==> config.mk <==
export PLATFORM = sky130hd
export DESIGN_NAME = edge_error_collector
export DESIGN_NICKNAME = d
export VERILOG_FILES = /design/src/rtl/edge_error_collector_pkg.sv /design/src/rtl/edge_error_collector_popcount.sv /design/src/rtl/edge_error_collector.sv
export SDC_FILE = /design/constraint.sdc
export NUM_CORES = 1
export LEC_CHECK = 0
export ABC_AREA = 0
export CORE_ASPECT_RATIO = 0.6
export CORE_MARGIN = 10
export CORE_UTILIZATION = 57
export CTS_CLUSTER_DIAMETER = 150
export CTS_CLUSTER_SIZE = 28
export DETAILED_ROUTE_END_ITERATION = 7
export HOLD_SLACK_MARGIN = 0.15
export PLACE_DENSITY = 0.84
export SYNTH_ARGS = -nofsm -noshare
export SYNTH_HDL_FRONTEND = slang
export SYNTH_HIERARCHICAL = 1
export SYNTH_SLANG_ARGS = --single-unit
export TNS_END_PERCENT = 5
==> constraint.sdc <==
create_clock -name clk -period 18.2 [get_ports clk]
set_clock_uncertainty 0.2 [all_clocks]
set_input_delay 4.55 -clock clk [delete_from_list [all_inputs] [get_ports clk]]
set_output_delay 4.55 -clock clk [all_outputs]
set_load 0.02 [all_outputs]
==> src/rtl/edge_error_collector_pkg.sv <==
// rtl/edge_error_collector_pkg.sv - decoder stage codes, result header tag and collector types
package edge_error_collector_pkg;

    localparam int STAGE_WIDTH = 3;
    localparam logic [STAGE_WIDTH-1:0] STAGE_IDLE         = 3'd0;
    localparam logic [STAGE_WIDTH-1:0] STAGE_RESULT_VALID = 3'd5;

    // Tag the output-path parser keys on to find the start of a result stream.
    localparam logic [3:0] RESULT_HEADER_TAG = 4'hE;

    typedef enum logic [1:0] {
        ST_IDLE    = 2'd0,
        ST_COUNT   = 2'd1,
        ST_HEADER  = 2'd2,
        ST_PAYLOAD = 2'd3
    } coll_state_t;

    function automatic int ctx_width(input int num_contexts);
        return (num_contexts > 1) ? $clog2(num_contexts) : 1;
    endfunction

endpackage

==> src/rtl/edge_error_collector_popcount.sv <==
// rtl/edge_error_collector_popcount.sv - combinational adder-tree population count
module edge_popcount #(
    parameter int WIDTH = 64
) (
    input  logic [WIDTH-1:0]             bits,
    output logic [$clog2(WIDTH+1)-1:0]   count
);

    localparam int CNT_WIDTH = $clog2(WIDTH + 1);
    localparam int LEVELS    = (WIDTH > 1) ? $clog2(WIDTH) : 0;
    localparam int PAD       = 1 << LEVELS;

    logic [PAD-1:0] padded;

    always_comb begin
        padded              = '0;
        padded[WIDTH-1:0]   = bits;
    end

    // Every partial sum is bounded by WIDTH, so one width serves all levels.
    for (genvar l = 0; l <= LEVELS; l++) begin : g_level
        localparam int N = PAD >> l;
        logic [CNT_WIDTH-1:0] sum [N];
        for (genvar i = 0; i < N; i++) begin : g_node
            if (l == 0) begin : g_leaf
                assign sum[i] = CNT_WIDTH'(padded[i]);
            end else begin : g_add
                assign sum[i] = g_level[l-1].sum[2*i] + g_level[l-1].sum[2*i+1];
            end
        end
    end

    assign count = g_level[LEVELS].sum[0];

endmodule

==> src/rtl/edge_error_collector.sv <==
// rtl/edge_error_collector.sv - snapshots edge error bits and streams header plus payload words
module edge_error_collector
    import edge_error_collector_pkg::*;
#(
    parameter int NUM_EDGES    = 64,
    parameter int OUT_WIDTH    = 32,
    parameter int NUM_CONTEXTS = 2,
    localparam int CTX_WIDTH   = ctx_width(NUM_CONTEXTS)
) (
    input  logic                   clk,
    input  logic                   reset,
    input  logic [STAGE_WIDTH-1:0] global_stage,
    input  logic [CTX_WIDTH-1:0]   context_id,
    input  logic [NUM_EDGES-1:0]   edge_is_error,
    output logic [OUT_WIDTH-1:0]   out_data,
    output logic                   out_valid,
    input  logic                   out_ready,
    output logic                   busy,
    output logic                   done,
    output logic                   overflow
);

    localparam int CNT_WIDTH  = $clog2(NUM_EDGES + 1);
    localparam int NUM_WORDS  = (NUM_EDGES + OUT_WIDTH - 1) / OUT_WIDTH;
    localparam int SNAP_WIDTH = NUM_WORDS * OUT_WIDTH;
    localparam int IDX_WIDTH  = (NUM_WORDS > 1) ? $clog2(NUM_WORDS) : 1;
    localparam int SEL_WIDTH  = $clog2(SNAP_WIDTH);
    localparam logic [IDX_WIDTH-1:0] LAST_IDX = IDX_WIDTH'(NUM_WORDS - 1);

    coll_state_t            state;
    coll_state_t            next_state;
    logic [STAGE_WIDTH-1:0] prev_stage;
    logic [SNAP_WIDTH-1:0]  snapshot;
    logic [CTX_WIDTH-1:0]   ctx_q;
    logic [CNT_WIDTH-1:0]   cnt_q;
    logic [CNT_WIDTH-1:0]   pop_cnt;
    logic [IDX_WIDTH-1:0]   word_idx;
    logic                   done_q;
    logic                   overflow_q;

    logic                   trigger;
    logic                   last_hs;
    logic                   capture;
    logic [OUT_WIDTH-1:0]   header_word;
    logic [SEL_WIDTH-1:0]   sel_base;

    edge_popcount #(
        .WIDTH (NUM_EDGES)
    ) u_popcount (
        .bits  (snapshot[NUM_EDGES-1:0]),
        .count (pop_cnt)
    );

    assign trigger = (global_stage == STAGE_RESULT_VALID) && (prev_stage != STAGE_RESULT_VALID);
    assign last_hs = (state == ST_PAYLOAD) && out_ready && (word_idx == LAST_IDX);
    // The final handshake frees the snapshot, so a trigger landing on it is taken rather than dropped.
    assign capture = trigger && ((state == ST_IDLE) || last_hs);

    always_ff @(posedge clk) begin
        if (reset) begin
            state <= ST_IDLE;
        end else begin
            state <= next_state;
        end
    end

    always_comb begin
        next_state = state;
        case (state)
            ST_IDLE:    if (capture) next_state = ST_COUNT;
            ST_COUNT:   next_state = ST_HEADER;
            ST_HEADER:  if (out_ready) next_state = ST_PAYLOAD;
            ST_PAYLOAD: if (last_hs) next_state = capture ? ST_COUNT : ST_IDLE;
            default:    next_state = ST_IDLE;
        endcase
    end

    always_ff @(posedge clk) begin
        if (reset) begin
            prev_stage <= STAGE_IDLE;
            snapshot   <= '0;
            ctx_q      <= '0;
            cnt_q      <= '0;
            word_idx   <= '0;
            done_q     <= 1'b0;
            overflow_q <= 1'b0;
        end else begin
            prev_stage <= global_stage;
            done_q     <= last_hs;
            if (trigger && !capture) begin
                overflow_q <= 1'b1;
            end
            if (capture) begin
                snapshot <= SNAP_WIDTH'(edge_is_error);
                ctx_q    <= context_id;
            end
            if (state == ST_COUNT) begin
                cnt_q <= pop_cnt;
            end
            if (state == ST_HEADER && out_ready) begin
                word_idx <= '0;
            end else if (state == ST_PAYLOAD && out_ready && (word_idx != LAST_IDX)) begin
                word_idx <= word_idx + IDX_WIDTH'(1);
            end
        end
    end

    always_comb begin
        header_word                          = '0;
        header_word[OUT_WIDTH-1 -: 4]        = RESULT_HEADER_TAG;
        header_word[OUT_WIDTH-5 -: CTX_WIDTH] = ctx_q;
        header_word[CNT_WIDTH-1:0]           = cnt_q;
    end

    assign sel_base = SEL_WIDTH'(word_idx) * SEL_WIDTH'(OUT_WIDTH);

    always_comb begin
        out_valid = 1'b0;
        out_data  = '0;
        busy      = (state != ST_IDLE);
        case (state)
            ST_HEADER: begin
                out_valid = 1'b1;
                out_data  = header_word;
            end
            ST_PAYLOAD: begin
                out_valid = 1'b1;
                out_data  = snapshot[sel_base +: OUT_WIDTH];
            end
            default: begin
                out_valid = 1'b0;
            end
        endcase
    end

    assign done     = done_q;
    assign overflow = overflow_q;

endmodule
==> results of run 1 <==
-- registers in the layout (all words and copies together) (netlist names) --
register,flops
snapshot,64
cnt_q,7
prev_stage,3
state,2
ctx_q,1
done,1
overflow,1
word_idx,1
-- placed cells by master (no fill, tap or decap), types with 2 or more instances in the layout --
cell	instances
fa_1	53
nand2b_1	2
mux2_2	11
inv_1	107
clkdlybuf4s50_1	105
clkbuf_16	9
dfxtp_1	79
nor2_1	13
mux2i_1	29
o21a_1	2
a22o_1	8
nor2b_1	26
o21ai_0	3
o31a_1	2
a21o_1	3
buf_4	3
nand2_1	132
a21oi_1	71
clkinvlp_4	3
ha_1	24
clkbuf_8	2
-- per-stage QoR --
| stage | instance area (µm²) | utilization |
|---|---|---|
| global placement | 6370 | 0.6984 |
| finish | 6679 | 0.7322 |
| CTS | 6679 | 0.7322 |
| floorplan | 5319 | - |
| global route | 6679 | 0.7322 |
| detailed placement | 6370 | 0.6984 |
-- power by group through the flow --
stage          Combinational, mW  Clock, mW  Sequential [mW]
2_1_floorplan              0.217          0            0.200
3_3_place_gp               0.300          0            0.204
3_5_place_dp               0.303          0            0.205
4_1_cts                    0.311      0.190            0.201
5_1_grt                    0.351      0.197            0.203
6_report                   0.312      0.187            0.202
-- cell families after synthesis --
family / share of synthesized area
AND/OR/NAND/NOR: 0.1477
buffers and inverters: 0.1096
AO/OA/AOI/OAI: 0.1061
flip-flops: 0.3011
adder cells (fa/ha/maj): 0.2559
multiplexers: 0.07786
XOR/XNOR: 0.001647
-- metal layers --
layer  GRT usage  vias to the layer above  share of wire
li1            -                     2084              -
met1      0.2912                     2056           0.46
met2      0.3148                      181           0.43
met3     0.07419                       17          0.096
met4     0.06700                        0          0.012
met5           0                        -              0
-- cells in the mapped netlist, drive strengths merged --
library cell	n
a211oi	1
a21boi	1
a21o	3
a21oi	71
a221o	1
a22o	8
a311o	1
a31oi	2
a32o	1
and3b	1
buf	17
clkbuf	16
dfxtp	80
fa	53
ha	24
inv	107
mux2	11
mux2i	29
nand2	132
nand2b	2
nand3	1
nand3b	1
nor2	13
nor2b	26
nor3	1
nor3b	1
nor4	1
o21a	2
o21ai	4
o31a	2
or2	2
or3	1
xnor2	1
-- worst paths after layout --
check	from	end	slack (ns)
worst max-delay path	word_idx	out_data[3]	10.82
worst min-delay path	snapshot[56]	snapshot[56]	0.27
worst max register to register	snapshot[48]	cnt_q[5]	11.62
worst min register to register	snapshot[56]	snapshot[56]	0.27
-- layout make-up --
cell class                 count  area share
clock buffer                  12     0.03840
clock inverter                 4    0.007868
inverter                     107     0.06013
multi-input combinational    397      0.4704
sequential                    80      0.2400
tap                          116     0.02173
timing repair buffer         109      0.1615
-- worst max-delay path: stages, from the launching register on --
cell and delay, ns:
dfxtp_2 1.05, mux2_2 0.45, a22o_1 0.21, clkdlybuf4s50_1 0.56
==> flow_summary_export.csv, run 1 <==
group,metric,value,unit
synth,synth-seq-cells,80,
timing,tns,0,ns
place,routabilityCongestion,0.8714,
power,pwr_density_cell,104.9,nW/µm²
job,maxCapViolCount,0,
synth,netlist.area_leader.share,0.3011,
place,io_buffers,106,
floorplanning,start_util,0.5831,
final_layout,multi_input_area,3142,µm²
power,p_clk_frac,0.267,
timing,whs,0.2697,ns
timing,worst_slew_pin_slew,1.164,ns
timing,rsz0062_at_grt,"false",
place,preCtsSetupSlack,10.93,ns
critical_path,startpoint_type,"flip-flop",
power,comb_power_share,0.445,
critical_path,path_class,"flip-flop to output pin",
hold_path,holdPathStages,2,
synth,yosysTopAreaCell,"dfxtp_1",
power,intPower,441.4,µW
clocking,cts_sinks,80,
timing,fin_crit_sh,0.4055,
final_layout,num_antenna_cells,0,
routing,totalWireLength,14.00,mm
timing,fin_ws,10.82,ns
synth,ys_seq_area_frac,0.3011,
floorplanning,coreArea,9121,µm²
synth,synth_fp_nets,765,
clocking,clockBufferDepth,2,
synth,syn_area_per_cell,8.621,µm²
clocking,clk_pin_slew,0.06,ns
grt,grt_usage,0.2144,
floorplanning,die-width,144.7,µm
place,dpl.hpwl,10.68,mm
clocking,htree_levels,3,
synth,yosys_warnings,6,
final_layout,seq_area,1603,µm²
timing,drv_slew,0,
timing,layout_min_cycle_time,7.381,ns
synth,netlist_area,5319,µm²
hold_path,hold_class,"flip-flop to flip-flop",
final_layout,stdcell_count,825,
clocking,postCtsSetupRepairBufs,0,
power,ir_worst_vdd,0.09065,mV
clocking,holdBufCountCts,0,
critical_path,endpoint_kind,"output pin",
synth,yosysUniqueCellTypes,38,
clocking,cts_buffers,9,
power,netSwitchingPower,259.3,µW
routing,drt_pass1_iterations,5,
clocking,clk_latency,0.34,ns
clocking,cts.repair.resized,0,
synth,synthCells,617,
power,power_leakage,2.630,nW
floorplanning,die_y,94.83,µm
place,dp_cells,809,
timing,slew_headroom,0.2241,
clocking,cts_tree,"built",
synth,synth_area_leaders,"dfxtp_1 30%, fa_1 20%, nand2_1 9.3%",
routing,drtAntennaViolNets,0,
power,p_sw_frac,0.3701,
critical_path,crit_arrival,2.63,ns
clocking,clockRootBuffer,"clkbuf_16",
routing,routed-via-count,4338,
final_layout,final.fill_count,682,
critical_path,cp_max_fo,36,
final_layout,layout-drive-gt1-share,0.04937,
critical_path,reg2reg_depth,19,
timing,fmax,135.5,MHz
grt,grt_first_pass_wirelength,23.12,mm
timing,hold_violations,0,
final_layout,layout.nets,852,
routing,drtIter0Drc,254,
run_status,status,"completed",
routing,drc,0,
grt,grt_pass1_vias,4521,
floorplanning,std_cell_rows,27,
grt,antenna_found_initial,0,
floorplanning,io_pins,107,
timing,setup_viol,0,
floorplanning,die-area,13720,µm²
routing,vias_per_cell,5.258,
power,p_seq_frac,0.288,
grt,grt_start_max_net_pins,81,
critical_path,cp.required,13.45,ns
power,total_power,700.7,µW
routing,wl_per_cell,16.96,µm
final_layout,syn2layout_area_growth,25.57,%
grt,grt_overflow,0,
Power figures use the tool's default switching activity.
==> inputs of run 2 (changes only) <==
--- a/config.mk
+++ b/config.mk
@@ -8,12 +8,12 @@
 export ABC_AREA = 0
 export CORE_ASPECT_RATIO = 0.6
 export CORE_MARGIN = 10
-export CORE_UTILIZATION = 57
+export CORE_UTILIZATION = 47
 export CTS_CLUSTER_DIAMETER = 150
 export CTS_CLUSTER_SIZE = 28
 export DETAILED_ROUTE_END_ITERATION = 7
 export HOLD_SLACK_MARGIN = 0.15
-export PLACE_DENSITY = 0.84
+export PLACE_DENSITY = 0.74
 export SYNTH_ARGS = -nofsm -noshare
 export SYNTH_HDL_FRONTEND = slang
 export SYNTH_HIERARCHICAL = 1
==> constraint.sdc (replaced) <==
create_clock -name clk -period 6.26 [get_ports clk]
set_clock_uncertainty 0.2 [all_clocks]
set_input_delay 1.565 -clock clk [delete_from_list [all_inputs] [get_ports clk]]
set_output_delay 1.565 -clock clk [all_outputs]
set_load 0.02 [all_outputs]
==> flow_summary_export.csv, run 2 (synthesis results as in run 1) <==
group,metric,value,unit
final_layout,num_antenna_cells,0,
final_layout,largest-register,"snapshot",
final_layout,final_area,6814,µm²
grt,grt_overflow,0,
place,routabilityCongestion,0.9355,
clocking,cts_tree,"built",
clocking,clk_pin_slew,0.06,ns
critical_path,cp.required,6.33,ns
critical_path,worst-r2r-setup-slack,0.11,ns
critical_path,worstSetupPathDepth,19,
timing,fin_crit_sh,0.9826,
place,dpl.hpwl,11.37,mm
timing,layout_min_cycle_time,6.151,ns
place,io_buffers,106,
floorplanning,coreArea,10810,µm²
final_layout,layout-drive-gt1-share,0.09344,
job,maxCapViolCount,0,
clocking,cts_buffers,9,
timing,setup_viol,0,
clocking,clockBufferDepth,2,
clocking,cts_sinks,80,
final_layout,multi_input_area,3177,µm²
routing,totalWireLength,14.46,mm
final_layout,most-common-layout-cells,"132 x nand2_1, 105 x clkdlybuf4s50_1, 100 x inv_1, 71 x a21oi_1, 71 x dfxtp_1",
timing,hold_violations,0,
critical_path,reg2reg_from,"snapshot[55]",
critical_path,reg2reg_depth,19,
routing,routed-via-count,4369,
critical_path,path_common_cell,"fa_1",
timing,drv_slew,0,
critical_path,worst_path_max_delay_cell,"fa_2",
critical_path,startpoint_type,"flip-flop",
grt,grt_usage,0.1816,
critical_path,cp_max_fo,2,
routing,drc,0,
routing,drt_pass1_iterations,4,
critical_path,slowest_delay,0.55,ns
power,ir_worst_vdd,0.2084,mV
hold_path,hold_class,"flip-flop to flip-flop",
critical_path,critical_path.endpoint,"cnt_q[6]",
power,power_leakage,2.692,nW
timing,slew_headroom,0.2204,
routing,wl_per_cell,16.89,µm
routing,drtAntennaViolNets,0,
power,total_power,2.158,mW
clocking,clockRootBuffer,"clkbuf_16",
final_layout,final.fill_count,912,
critical_path,critPathBufInv,3,
grt,antenna_found_initial,0,
final_layout,seq_area,1613,µm²
final_layout,final_common_cell,"nand2_1",
final_layout,syn2layout_area_growth,28.11,%
grt,grt_pass1_vias,4542,
routing,vias_per_cell,5.104,
critical_path,rr_endpoint,"cnt_q[6]",
critical_path,path_cells,"inv_2 > fa_1 > inv_2 > fa_2 > inv_1 > fa_2 > fa_1 > fa_1 > fa_1 > fa_1 > fa_1 > fa_2 > fa_2 > nor2b_2 > o31a_1 > o21ai_1 > nand2b_1 > mux2i_1 > nor2_1",
final_layout,layout.nets,861,
final_layout,reg.largest.list,"snapshot: 64 flops, cnt_q: 7 flops, prev_stage: 3 flops",
timing,rsz0062_at_grt,"true",
hold_path,holdPathStages,2,
run_status,status,"completed",
timing,worst_slew_pin_slew,1.169,ns
critical_path,endpoint_kind,"flip-flop",
clocking,htree_levels,3,
place,placed_cell_area,6444,µm²
clocking,clk_latency,0.34,ns
power,pwr_density_cell,316.7,nW/µm²
critical_path,startpoint,"snapshot[55]",
floorplanning,io_pins,107,
grt,grt_first_pass_wirelength,23.06,mm
floorplanning,die-area,16110,µm²
grt,grt_start_max_net_pins,66,
critical_path,crit_arrival,6.22,ns
floorplanning,die_y,102.4,µm
floorplanning,die-width,157.3,µm
routing,drtIter0Drc,271,
critical_path,crit_family,"adder cells",
timing,fmax,162.6,MHz
floorplanning,std_cell_rows,29,
critical_path,path_class,"flip-flop to flip-flop",
final_layout,largest_reg_flops,64,
floorplanning,start_util,0.4919,
==> run 2: changes by cell type in the layout (fill, tap and decap cells not counted), moves of 2 or more <==
cell	delta
buf_4	+9
dfxtp_1	-8
dfxtp_2	+8
fa_1	-7
fa_2	+7
inv_1	-7
inv_2	+7
clkinvlp_4	-3
clkbuf_8	-2
clkinv_2	+2
nor2b_1	-2
==> run 2: stage by stage <==
step / util / worst slack [ns] / hold slack (ns) / instances / TNS, ns
2_1_floorplan: - / 0.1189 / 0.2366 / 617 / 0
3_3_place_gp: 0.5959 / 0.02815 / 0.2451 / 838 / 0
3_5_place_dp: 0.5959 / -0.09294 / 0.2563 / 838 / -0.09294
4_1_cts: 0.6245 / 0.01034 / 0.2658 / 853 / 0
5_1_grt: 0.6302 / -0.03083 / 0.2790 / 856 / -0.06290
6_report: 0.6302 / 0.1087 / 0.2641 / 856 / 0
==> run 2: layer usage <==
metal  GRT usage  vias up  wire length, µm
li1            -     2110                -
met1      0.2490     2070             6799
met2      0.2593      173             5940
met3     0.07341       16             1546
met4     0.04793        0              168
met5           0        -                0
==> run 2: worst min path at each step <==
stage / end / startpoint / slack [ns]
after CTS: ctx_q / ctx_q / 0.27
after global placement: ctx_q / ctx_q / 0.25
after detailed placement: ctx_q / ctx_q / 0.26
final: ctx_q / ctx_q / 0.26
after global routing: ctx_q / ctx_q / 0.28
after floorplan: ctx_q / ctx_q / 0.24
==> run 2: worst register-to-register path, cell delays in order, from the launching register on <==
cell,delay (ns)
dfxtp_2,0.33
inv_2,0.04
fa_1,0.54
inv_2,0.04
fa_2,0.55
inv_1,0.05
fa_2,0.54
fa_1,0.44
fa_1,0.53
fa_1,0.43
fa_1,0.51
fa_1,0.44
fa_2,0.39
fa_2,0.37
nor2b_2,0.18
o31a_1,0.17
o21ai_1,0.07
nand2b_1,0.09
mux2i_1,0.08
nor2_1,0.11
==> run 2: timing repair <==
action,CTS,global route
hold endpoints to repair,0,0
resized for setup,4,22
pin swaps,10,15
hold buffers,0,0
buffers inserted,0,3
gates cloned,0,0
setup endpoints to repair,1,4
==> run 2: where the power goes <==
group	internal, mW	switching (mW)
Clock	0.346	0.202
Combinational	0.493	0.531
Sequential	0.550	0.0360
Total	1.39	0.769
==> run 2: cell type report <==
type / count / area share
timing repair buffer: 118 / 0.1682
clock inverter: 4 / 0.01028
tap: 139 / 0.02552
inverter: 107 / 0.05894
multi-input combinational: 397 / 0.4662
clock buffer: 11 / 0.03415
sequential: 80 / 0.2367
==> inputs of run 3 (changes only) <==
--- a/config.mk
+++ b/config.mk
@@ -18,4 +18,4 @@
 export SYNTH_HDL_FRONTEND = slang
 export SYNTH_HIERARCHICAL = 1
 export SYNTH_SLANG_ARGS = --single-unit
-export TNS_END_PERCENT = 5
+export TNS_END_PERCENT = 50
==> flow_summary_export.csv, run 3 (synthesis results as in run 1) <==
group,metric,value,unit
grt,grt_first_pass_wirelength,23.06,mm
hold_path,hold_class,"flip-flop to flip-flop",
critical_path,path_cells,"inv_2 > fa_1 > inv_2 > fa_2 > fa_1 > inv_2 > fa_1 > inv_2 > fa_1 > fa_1 > fa_1 > inv_1 > fa_1 > inv_1 > ha_1 > nor2b_4 > o31a_1 > nor4_1 > a311o_1 > mux2i_1 > nor2_1",
timing,drv_slew,0,
clocking,htree_levels,3,
place,dpl.hpwl,11.37,mm
hold_path,hold_start,"ctx_q",
final_layout,final.fill_count,910,
grt,grt_usage,0.1816,
grt,grt_pass1_vias,4542,
final_layout,largest-register,"snapshot",
routing,drc,0,
timing,tns,0,ns
critical_path,cp.required,6.32,ns
place,preCtsSetupSlack,-0.09294,ns
timing,setup_viol,0,
final_layout,largest_reg_flops,64,
critical_path,reg2reg_from,"snapshot[55]",
routing,routed.top_layer,"met4",
critical_path,endpoint_kind,"flip-flop",
floorplanning,die-area,16110,µm²
routing,wl_met2,5.885,mm
floorplanning,coreArea,10810,µm²
routing,totalWireLength,14.39,mm
floorplanning,start_util,0.4919,
power,ir_worst_vdd,0.2067,mV
floorplanning,die_y,102.4,µm
critical_path,critPathBufInv,6,
timing,fin_ws,0.1199,ns
place,placed_cell_area,6444,µm²
run_status,status,"completed",
critical_path,rr_endpoint,"cnt_q[5]",
routing,routed-via-count,4333,
timing,slew_headroom,0.2321,
hold_path,hold_end,"ctx_q",
routing,route.met3.wl,1.423,mm
grt,antenna_found_initial,0,
timing,layout_min_cycle_time,6.140,ns
clocking,cts_tree,"built",
critical_path,cp_max_fo,3,
routing,drtAntennaViolNets,0,
power,pwr_density_cell,316.4,nW/µm²
grt,grt_overflow,0,
clocking,holdBufCountCts,0,
clocking,cts_buffers,9,
final_layout,num_antenna_cells,0,
critical_path,path_class,"flip-flop to flip-flop",
final_layout,final_area,6817,µm²
timing,hold_violations,0,
clocking,clk_latency,0.34,ns
timing,worst_slew_pin_slew,1.152,ns
final_layout,stdcell_count,856,
timing,fin_crit_sh,0.9809,
critical_path,startpoint_type,"flip-flop",
critical_path,reg2reg_depth,21,
final_layout,most-common-layout-cells,"132 x nand2_1, 105 x clkdlybuf4s50_1, 100 x inv_1, 71 x a21oi_1, 69 x dfxtp_1",
place,dp_cells,838,
place,io_buffers,106,
clocking,clk_pin_slew,0.06,ns
routing,met1Wirelength,6.878,mm
critical_path,path_common_cell,"fa_1",
critical_path,worst_path_max_delay_cell,"fa_1",
routing,drt_pass1_iterations,5,
critical_path,worst-r2r-setup-slack,0.12,ns
power,power_leakage,2.693,nW
floorplanning,io_pins,107,
timing,fmax,162.9,MHz
final_layout,syn2layout_area_growth,28.16,%
hold_path,holdPathStages,2,
floorplanning,die-width,157.3,µm
critical_path,crit_family,"adder cells",
floorplanning,std_cell_rows,29,
job,maxCapViolCount,0,
clocking,clockBufferDepth,2,
clocking,cts_sinks,80,
timing,rsz0062_at_grt,"true",
final_layout,final_common_cell,"nand2_1",
final_layout,seq_area,1615,µm²
final_layout,layout-drive-gt1-share,0.09623,
final_layout,layout.nets,861,
place,routabilityCongestion,0.9355,
routing,vias_per_cell,5.062,
grt,grt_start_max_net_pins,66,
routing,drtIter0Drc,287,
clocking,clockRootBuffer,"clkbuf_16",
critical_path,slowest_delay,0.57,ns
final_layout,reg.largest.list,"snapshot: 64 flops, cnt_q: 7 flops, prev_stage: 3 flops",
routing,wl_per_cell,16.81,µm
final_layout,multi_input_area,3177,µm²
critical_path,crit_arrival,6.20,ns
==> run 3: stage by stage <==
step	hold slack (ns)	total power [mW]	util
2_1_floorplan	0.2366	1.213	-
3_3_place_gp	0.2451	1.506	0.5959
3_5_place_dp	0.2563	1.513	0.5959
4_1_cts	0.2658	2.074	0.6245
5_1_grt	0.2790	2.288	0.6304
6_report	0.2642	2.157	0.6304
==> run 3: layout make-up <==
cell class / count / area share
clock buffer: 11 / 0.03414
clock inverter: 4 / 0.01028
inverter: 107 / 0.05892
multi-input combinational: 397 / 0.4660
sequential: 80 / 0.2370
tap: 139 / 0.02551
timing repair buffer: 118 / 0.1681
==> run 3: power by group <==
group	total (mW)	internal, mW	switching (mW)
registers	0.586	0.550	0.0359
clock network	0.548	0.346	0.202
logic	1.02	0.493	0.530
total	2.16	1.39	0.768
==> run 3: layer usage <==
metal	vias up	GRT usage
met5	-	0
met4	0	0.04793
met3	22	0.07341
met2	166	0.2593
met1	2038	0.2490
li1	2107	-
==> run 3: repair_timing <==
item / CTS / global route
pin swaps: 10 / 15
resized for setup: 4 / 24
endpoints found under the setup margin: 1 / 4
buffers inserted: 0 / 3
==> run 3: worst max path at each step <==
stage / from / slack [ns] / cells past startpoint / end
final: snapshot[55] / 0.12 / 21 / cnt_q[5]
after global routing: snapshot[55] / -0.03 / 21 / cnt_q[5]
after CTS: snapshot[53] / 0.01 / 20 / cnt_q[5]
after detailed placement: snapshot[35] / -0.09 / 20 / cnt_q[5]
after global placement: snapshot[35] / 0.03 / 20 / cnt_q[5]
after floorplan: snapshot[35] / 0.12 / 20 / cnt_q[5]
==> run 3: worst min-delay path: cells and delay by family, from the launching register on <==
family	cells	cell delay (ns)
AO/OA/AOI/OAI	1	0.06
AND/OR/NAND/NOR	1	0.05
flip-flops	1	0.31
